### src/rtl/game_round_sequencer.sv
// game_round_sequencer: runs NUM_ROUNDS reset/INIT/play rounds on one Game_State instance and tallies wins/losses.
// Defining SEQ_TIMEOUT_EN adds a per-round RUN watchdog (TIMEOUT cycles) and the sticky timeout_err flag.
module game_round_sequencer #(
    parameter int COUNTER_SIZE = 4,
    parameter int NUM_ROUNDS   = 8
`ifdef SEQ_TIMEOUT_EN
    ,
    parameter int TIMEOUT      = 512
`endif
) (
    input  logic                    clk,
    input  logic                    rst_l,
    input  logic                    start,
    input  logic [1:0]              cfg_control,
    input  logic [COUNTER_SIZE-1:0] cfg_value,
    output logic                    gs_reset,
    output logic [1:0]              control,
    output logic [COUNTER_SIZE-1:0] i_value,
    output logic                    INIT,
    input  logic [1:0]              who,
    input  logic                    gameover,
    output logic                    busy,
    output logic                    done,
    output logic [3:0]              win_rounds,
    output logic [3:0]              los_rounds,
    output logic                    timeout_err
);

    localparam logic [2:0] S_IDLE   = 3'd0;
    localparam logic [2:0] S_RESET  = 3'd1;
    localparam logic [2:0] S_LOAD   = 3'd2;
    localparam logic [2:0] S_RUN    = 3'd3;
    localparam logic [2:0] S_RECORD = 3'd4;
    localparam logic [2:0] S_DONE   = 3'd5;
    localparam logic [3:0] LAST_ROUND = 4'(NUM_ROUNDS);

    logic [2:0]              state_q, state_d;
    logic                    phase_q, phase_d;
    logic [3:0]              round_q, round_d;
    logic [3:0]              win_q, win_d;
    logic [3:0]              los_q, los_d;
    logic [1:0]              ctl_base_q, ctl_base_d;
    logic [COUNTER_SIZE-1:0] val_base_q, val_base_d;
    logic [1:0]              who_q, who_d;
    logic                    gameover_q;
    logic                    go_edge;
    logic                    accept;
    logic                    run_expire;
    logic                    timed_out_q;

    // A gameover already high when RUN starts has gameover_q=1 and is not an edge.
    assign go_edge = gameover & ~gameover_q;
    assign accept  = (state_q == S_IDLE) & start;

    always_comb begin
        state_d    = state_q;
        round_d    = round_q;
        win_d      = win_q;
        los_d      = los_q;
        ctl_base_d = ctl_base_q;
        val_base_d = val_base_q;
        who_d      = who_q;
        // phase toggles through the two-cycle RESET and LOAD windows
        phase_d    = ((state_q == S_RESET) || (state_q == S_LOAD)) ? ~phase_q : 1'b0;
        case (state_q)
            S_IDLE: begin
                if (accept) begin
                    round_d    = '0;
                    win_d      = '0;
                    los_d      = '0;
                    ctl_base_d = cfg_control;
                    val_base_d = cfg_value;
                    state_d    = S_RESET;
                end
            end
            S_RESET: if (phase_q) state_d = S_LOAD;
            S_LOAD:  if (phase_q) state_d = S_RUN;
            S_RUN: begin
                if (go_edge) begin
                    who_d   = who;
                    state_d = S_RECORD;
                end else if (run_expire) begin
                    state_d = S_RECORD;
                end
            end
            S_RECORD: begin
                if (!timed_out_q) begin
                    if (who_q == 2'b10) win_d = win_q + 4'd1;
                    else                los_d = los_q + 4'd1;
                end
                round_d = round_q + 4'd1;
                state_d = (round_d == LAST_ROUND) ? S_DONE : S_RESET;
            end
            S_DONE:  state_d = S_IDLE;
            default: state_d = S_IDLE;
        endcase
    end

    always_ff @(posedge clk or negedge rst_l) begin
        if (!rst_l) begin
            state_q    <= S_IDLE;
            phase_q    <= 1'b0;
            round_q    <= '0;
            win_q      <= '0;
            los_q      <= '0;
            ctl_base_q <= '0;
            val_base_q <= '0;
            who_q      <= '0;
            gameover_q <= 1'b0;
        end else begin
            state_q    <= state_d;
            phase_q    <= phase_d;
            round_q    <= round_d;
            win_q      <= win_d;
            los_q      <= los_d;
            ctl_base_q <= ctl_base_d;
            val_base_q <= val_base_d;
            who_q      <= who_d;
            gameover_q <= gameover;
        end
    end

`ifdef SEQ_TIMEOUT_EN
    localparam int CW = $clog2(TIMEOUT + 1);

    logic [CW-1:0] run_cnt_q, run_cnt_d;
    logic          timed_out_d;
    logic          timeout_err_q, timeout_err_d;
    logic          expire_now;

    // A gameover edge in the final RUN cycle wins over the timeout.
    assign run_expire = (run_cnt_q == CW'(TIMEOUT - 1));
    assign expire_now = (state_q == S_RUN) & run_expire & ~go_edge;

    always_comb begin
        run_cnt_d     = (state_q == S_RUN) ? run_cnt_q + 1'b1 : '0;
        timed_out_d   = expire_now;
        timeout_err_d = accept ? 1'b0 : (timeout_err_q | expire_now);
    end

    always_ff @(posedge clk or negedge rst_l) begin
        if (!rst_l) begin
            run_cnt_q     <= '0;
            timed_out_q   <= 1'b0;
            timeout_err_q <= 1'b0;
        end else begin
            run_cnt_q     <= run_cnt_d;
            timed_out_q   <= timed_out_d;
            timeout_err_q <= timeout_err_d;
        end
    end

    assign timeout_err = timeout_err_q;
`else
    assign run_expire  = 1'b0;
    assign timed_out_q = 1'b0;
    assign timeout_err = 1'b0;
`endif

    assign gs_reset   = (state_q == S_IDLE) || (state_q == S_RESET) || (state_q == S_DONE);
    assign INIT       = (state_q == S_LOAD);
    assign busy       = (state_q != S_IDLE);
    assign done       = (state_q == S_DONE);
    assign control    = ctl_base_q + round_q[1:0];
    assign i_value    = val_base_q + COUNTER_SIZE'(round_q);
    assign win_rounds = win_q;
    assign los_rounds = los_q;

endmodule

### config.mk
export PLATFORM = sky130hd
export DESIGN_NAME = game_round_sequencer
export DESIGN_NICKNAME = d
export VERILOG_FILES = /design/src/rtl/game_round_sequencer.sv
export SDC_FILE = /design/constraint.sdc
export NUM_CORES = 1
export LEC_CHECK = 0
export CAP_MARGIN = 0
export CORE_UTILIZATION = 45
export DETAILED_ROUTE_END_ITERATION = 12
export GPL_TIMING_DRIVEN = 0
export PLACE_DENSITY_LB_ADDON = 0.1
export SETUP_SLACK_MARGIN = 0.3
export SLEW_MARGIN = 10
export SYNTH_ARGS = -nofsm -noshare
export SYNTH_HDL_FRONTEND = slang
export SYNTH_SLANG_ARGS = --single-unit
### constraint.sdc
create_clock -name clk -period 1.5 [get_ports clk]
set_input_delay 0.3 -clock clk [delete_from_list [all_inputs] [get_ports clk]]
set_output_delay 0.3 -clock clk [all_outputs]
set_load 0.02 [all_outputs]
==> impl_metrics.tcl, run 1 <==
set metrics [dict create \
    status "finished, violations left" \
    violations "negative setup slack" \
    r2r_cells 5 \
    initial_core_util_pct 46.9 \
    path_max_fanout 5 \
    synth-seq-cells 25 \
    slew_headroom_pct 61.6 \
    synth_nets 158 \
    hpwlAfterDp_um 2070 \
    dieArea_um2 3390 \
    clkSlewWorstSetupHoldPaths_ns 0.15 \
    pin_count 31 \
    worstMarginPinSlew_ns 0.576 \
    synth-main-ff-cell "dfrtp_1" \
    synthToLayoutAreaGrowth_pct 76.0 \
    synth_cells 137 \
    num_rows 20 \
    ys_types 36 \
    placed_area_um2 1870 \
    hold_path_depth 1 \
    cts_buffer_depth 2 \
    grt_overflow 0 \
    ant_nets 0 \
    grt_max_degree 26 \
    routed_wl_um 4120 \
    layout_min_cycle_time_ns 1.91 \
    met2_length_um 2170 \
    drive_gt1_share_pct 56.5 \
    fillerInstances 159 \
    max_freq_mhz 524 \
    min_period_over_period_pct 127 \
    finalSetupViolCount 17 \
    critPathMaxStageDelay_ns 0.48 \
    die_w_um 58.2 \
    antenna_found_initial 0 \
    wl_per_cell_um 16.3 \
    drv_cap 0 \
    ys_warn_count 0 \
    dr_total_vias 1315 \
    portBuffers 29 \
    cts_inserted_buffers 3 \
    slew_violations 0 \
    wl_met3_um 126 \
    worstPathArrival_ns 1.61 \
    yosysSeqAreaShare_pct 44.0 \
    dr.max_layer_used "met4" \
    crit_required_ns 1.20 \
    drt_iter0_drc 32 \
    cellPowerDensity_nw_per_um2 2090 \
    cts_tree "yes" \
    fin_worst_skew_ns 0.00141 \
    syn_avg_cell_area_um2 10.4 \
    start_kind "register" \
    nets 231 \
    die_y_um 58.2 \
    route.detailed.drc 0 \
    vias_per_cell 5.20 \
    synth_edf_count 0 \
    drt-met1-wl_um 1780 \
    rsz0062_at_grt "true" \
    final_cell_mix "buf_6 (40), buf_4 (20), dfrtp_1 (19)" \
    diodes 0 \
    slowest_stage "dfrtp_2" \
    final_common_cell "buf_6" \
    root_buffer "clkbuf_4" \
    clkLatencyLatePin_ns 0.32 \
    vdd_drop_max_mv 1.28 \
    gp_congestion 0.766 \
    worst_slack_ns -0.407 \
    hold_violations 0 \
    core_area_um2 3030 \
    grt_first_pass_wirelength_um 6350 \
    totalPowerFinal_mw 5.24 \
    async_flop_share_pct 100 \
    htreeDepth 1 \
    dp_slack_ns -0.648 \
    track_usage_pct 25.1 \
    first_pass_iters 4 \
    netlist_area_um2 1420 \
    cts.sinks 25 \
    path_cells "ha_2, a21oi_2, xnor2_2, buf_4" \
    critPathKind "reg -> out" \
    end_kind "output port" \
    hold_class "in -> reg" \
    leakage_nw 1.12 \
    grt_pass1_vias 1342 \
    design_area_um2 2500 \
]
-- flip-flops by register name (all words and copies together) (netlist names) --
signal,cells
win_rounds,4
val_base_q,4
los_rounds,4
round_q,4
ctl_base_q,2
phase_q,1
who_q,2
gameover_q,1
state_q,3
-- kinds of logic after synthesis --
family	Yosys count	synth area share, %
compound gates	27	11.7
fa+ha+maj	9	8.45
buf+inv	15	5.02
mux	8	7.13
flops	25	44.0
other cells	1	0.264
simple gates	42	17.3
xor+xnor	10	6.16
-- layer usage --
metal  vias to the layer above  track usage (%)
met5                         -                0
met4                         0             7.48
met3                         4             5.80
met2                        34             44.8
met1                       658             29.9
li1                        619                -
-- what timing repair did --
item | 4_1_cts | 5_1_grt
pin swaps | 23 | 14
hold buffers | 0 | 1
resized for setup | 148 | 27
hold endpoints to repair | 0 | 25
setup buffers | 33 | 5
setup endpoints to repair | 65 | 42
-- stage by stage --
| step | instances | hold slack [ns] | util, % | setup TNS, ns |
|---|---|---|---|---|
| 2_1_floorplan | 137 | 0.00441 | - | -0.216 |
| 3_3_place_gp | 210 | 0.495 | 61.8 | -9.78 |
| 3_5_place_dp | 210 | 0.506 | 61.8 | -9.72 |
| 4_1_cts | 247 | 0.326 | 78.0 | -2.56 |
| 5_1_grt | 253 | 0.423 | 82.6 | -3.79 |
| 6_report | 253 | 0.429 | 82.6 | -2.43 |
-- Yosys cell counts (2+ instances only) --
cell      count  area share, %
o21ai_0      11            3.9
a22o_1        5            3.1
nor3_1        3            1.1
nor2_1        4            1.1
mux2_4        3            3.2
nor3b_1       2            1.1
nand3b_1      4            2.1
nand3_1       8            2.8
mux2_2        5            4.0
xnor2_1       7            4.3
nand2_1       9            2.4
a21oi_1       5            1.8
a21o_1        2            1.1
ha_1          8            7.0
buf_2         3            1.1
nand2b_1      3            1.3
xor2_1        3            1.8
dfrtp_1      25             44
inv_1         9            2.4
nand4_1       2           0.88
-- power breakdown --
| part | total [mW] | switching (mW) | internal (mW) |
|---|---|---|---|
| clock network | 0.323 | 0.219 | 0.104 |
| registers | 1.17 | 0.261 | 0.911 |
| logic | 3.74 | 1.66 | 2.08 |
| total | 5.24 | 2.14 | 3.10 |
-- path summary, 6_finish.rpt --
kind | start | to | slack, ns
max | round_q[2] | i_value[3] | -0.41
min | gameover | gameover_q | 0.43
max reg2reg | state_q[0] | win_rounds[3] | -0.08
min reg2reg | val_base_q[3] | val_base_q[3] | 0.55
max in group asynchronous | rst_l | state_q[1] | 0.61
min in group asynchronous | rst_l | val_base_q[2] | 0.48
-- critical path: cells and delay by family (launching register included) --
kind / cells / cell delay, ns
buffers and inverters: 1 / 0.15
XOR/XNOR: 1 / 0.12
flip-flops: 1 / 0.48
AO/OA/AOI/OAI: 1 / 0.19
adder cells (fa/ha/maj): 1 / 0.35
-- cell type report --
class / instances / area, µm² / area share, %
clock buffers: 4 / 26.3 / 1.05
multi-input cells: 97 / 987 / 39.5
flip-flops and latches: 25 / 633 / 25.3
repair buffers: 68 / 683 / 27.3
inverters: 9 / 38.8 / 1.55
well taps: 44 / 55.1 / 2.20
plain buffers: 6 / 77.6 / 3.10
Power figures use the tool's default switching activity.
==> inputs of run 2 (changes only) <==
--- a/config.mk
+++ b/config.mk
@@ -6,6 +6,7 @@
 export NUM_CORES = 1
 export LEC_CHECK = 0
 export CAP_MARGIN = 0
+export CORE_MARGIN = 3
 export CORE_UTILIZATION = 45
 export DETAILED_ROUTE_END_ITERATION = 12
 export GPL_TIMING_DRIVEN = 0
==> impl_metrics.tcl, run 2 (synthesized netlist as in run 1, its figures left out) <==
set metrics [dict create \
    cellPowerDensity_nw_per_um2 2110 \
    vias_per_cell 5.54 \
    dr_total_vias 1436 \
    cts_inserted_buffers 3 \
    dieArea_um2 3870 \
    layout_min_cycle_time_ns 1.93 \
    grt_max_degree 26 \
    fin_worst_skew_ns 0.00688 \
    totalPowerFinal_mw 5.50 \
    cts_buffer_depth 2 \
    antenna_found_initial 0 \
    diodes 0 \
    vdd_drop_max_mv 1.48 \
    worstPathArrival_ns 1.63 \
    cts_tree "yes" \
    critPathKind "reg -> out" \
    die_y_um 62.2 \
    die_w_um 62.2 \
    path_buf_inv 1 \
    placed_area_um2 1870 \
    gp_congestion 0.841 \
    whs_endpoint "gameover_q" \
    final_common_cell "buf_6" \
    clkSlewWorstSetupHoldPaths_ns 0.14 \
    r2r_end "state_q[2]" \
    r2r-start "round_q[0]" \
    core_area_um2 2880 \
    route.detailed.drc 0 \
    cpLargestDelayFamily "flip-flops" \
    grt_first_pass_wirelength_um 6910 \
    r2r_slack_ns -0.16 \
    path_cells "ha_4, a21o_1, a21oi_2, xnor2_2, buf_4" \
    worstMarginPinSlew_ns 0.595 \
    synthToLayoutAreaGrowth_pct 82.9 \
    critPathMaxStageDelay_ns 0.44 \
    r2r_cells 9 \
    leakage_nw 1.17 \
    slowest_stage "dfrtp_1" \
    clkLatencyLatePin_ns 0.33 \
    path_max_fanout 2 \
    first_pass_iters 4 \
    pin_count 31 \
    violations "negative setup slack" \
    hold_violations 0 \
    max_freq_mhz 519 \
    drt_iter0_drc 82 \
    slew_headroom_pct 60.3 \
    ant_nets 0 \
    grt_pass1_vias 1399 \
    hold_class "in -> reg" \
    drv_cap 0 \
    finalSetupViolCount 24 \
    hold_start "gameover" \
    grt_overflow 0 \
    htreeDepth 1 \
    finalHoldWorstSlack_ns 0.425 \
    status "finished, violations left" \
    end_kind "output port" \
    crit_required_ns 1.20 \
    track_usage_pct 22.0 \
    initial_core_util_pct 49.4 \
    design_area_um2 2600 \
    slew_violations 0 \
    root_buffer "clkbuf_4" \
    rsz0062_at_grt "true" \
    start_kind "register" \
    min_period_over_period_pct 129 \
    wl_per_cell_um 19.1 \
    worst_slack_ns -0.428 \
    portBuffers 29 \
    hpwlAfterDp_um 2090 \
    nets 239 \
    cts.sinks 25 \
    num_rows 19 \
    final_cell_mix "buf_6 (41), buf_4 (26), dfrtp_1 (20)" \
    hold_path_depth 1 \
    routed_wl_um 4940 \
    path_depth 5 \
    drive_gt1_share_pct 60.4 \
]
[run 2: cell types whose count changed in the layout (fill, tap and decap cells not counted), sizes merged]
cell / previous run / this run
buf: 62 / 70
[run 2: worst max-delay path by stage]
| stage | to | slack, ns | start |
|---|---|---|---|
| final | i_value[3] | -0.43 | val_base_q[1] |
| after global routing | i_value[3] | -0.51 | val_base_q[1] |
| after CTS | i_value[1] | -0.41 | val_base_q[0] |
| after detailed placement | i_value[2] | -0.68 | round_q[0] |
| after global placement | i_value[2] | -0.67 | round_q[0] |
| after floorplan | i_value[2] | -0.05 | round_q[0] |
[run 2: final cells by class]
type / count / area [µm²]
Fill cell: 104 / 277
Inverter: 9 / 36.3
Sequential cell: 25 / 632
Buffer: 6 / 81.3
Tap cell: 42 / 52.6
Multi-Input combinational cell: 97 / 1030
Clock buffer: 4 / 26.3
Timing Repair Buffer: 76 / 746
[run 2: report_power, final]
group / internal (mW) / switching [mW]
clock: 0.104 / 0.210
combinational: 2.22 / 1.79
sequential: 0.911 / 0.256
[run 2: through the flow]
stage	setup slack (ns)	instances	util, %	setup TNS, ns
global placement	-0.668	208	65.0	-9.22
floorplan	-0.0461	137	-	-0.216
finish	-0.428	259	90.4	-3.16
CTS	-0.407	246	82.0	-2.48
global route	-0.511	259	90.4	-4.53
detailed placement	-0.684	208	65.0	-9.53
[run 2: repair_timing]
item / in CTS / in global routing
endpoints found under the setup margin: 65 / 42
pin swaps: 21 / 16
resized for setup: 149 / 37
setup buffers: 34 / 12
hold endpoints to repair: 0 / 25
hold buffers: 0 / 1
[run 2: worst register-to-register path, cell delays in order, from the launching register on]
cell     delay [ns]
dfrtp_2        0.46
buf_6          0.14
buf_6          0.10
buf_6          0.11
buf_6          0.11
buf_6          0.12
ha_4           0.17
xnor2_2        0.12
nand4_1        0.12
a21oi_1        0.16
[run 2: metal layers]
metal  share of wire, %  track usage [%]  routed length (µm)  vias up
met5                  0                0                   0        -
met4                2.0             2.21                 100        0
met3                5.6             5.59                 278       16
met2                 54             42.3                2660       60
met1                 38             25.0                1900      718
li1                   -                -                   -      642
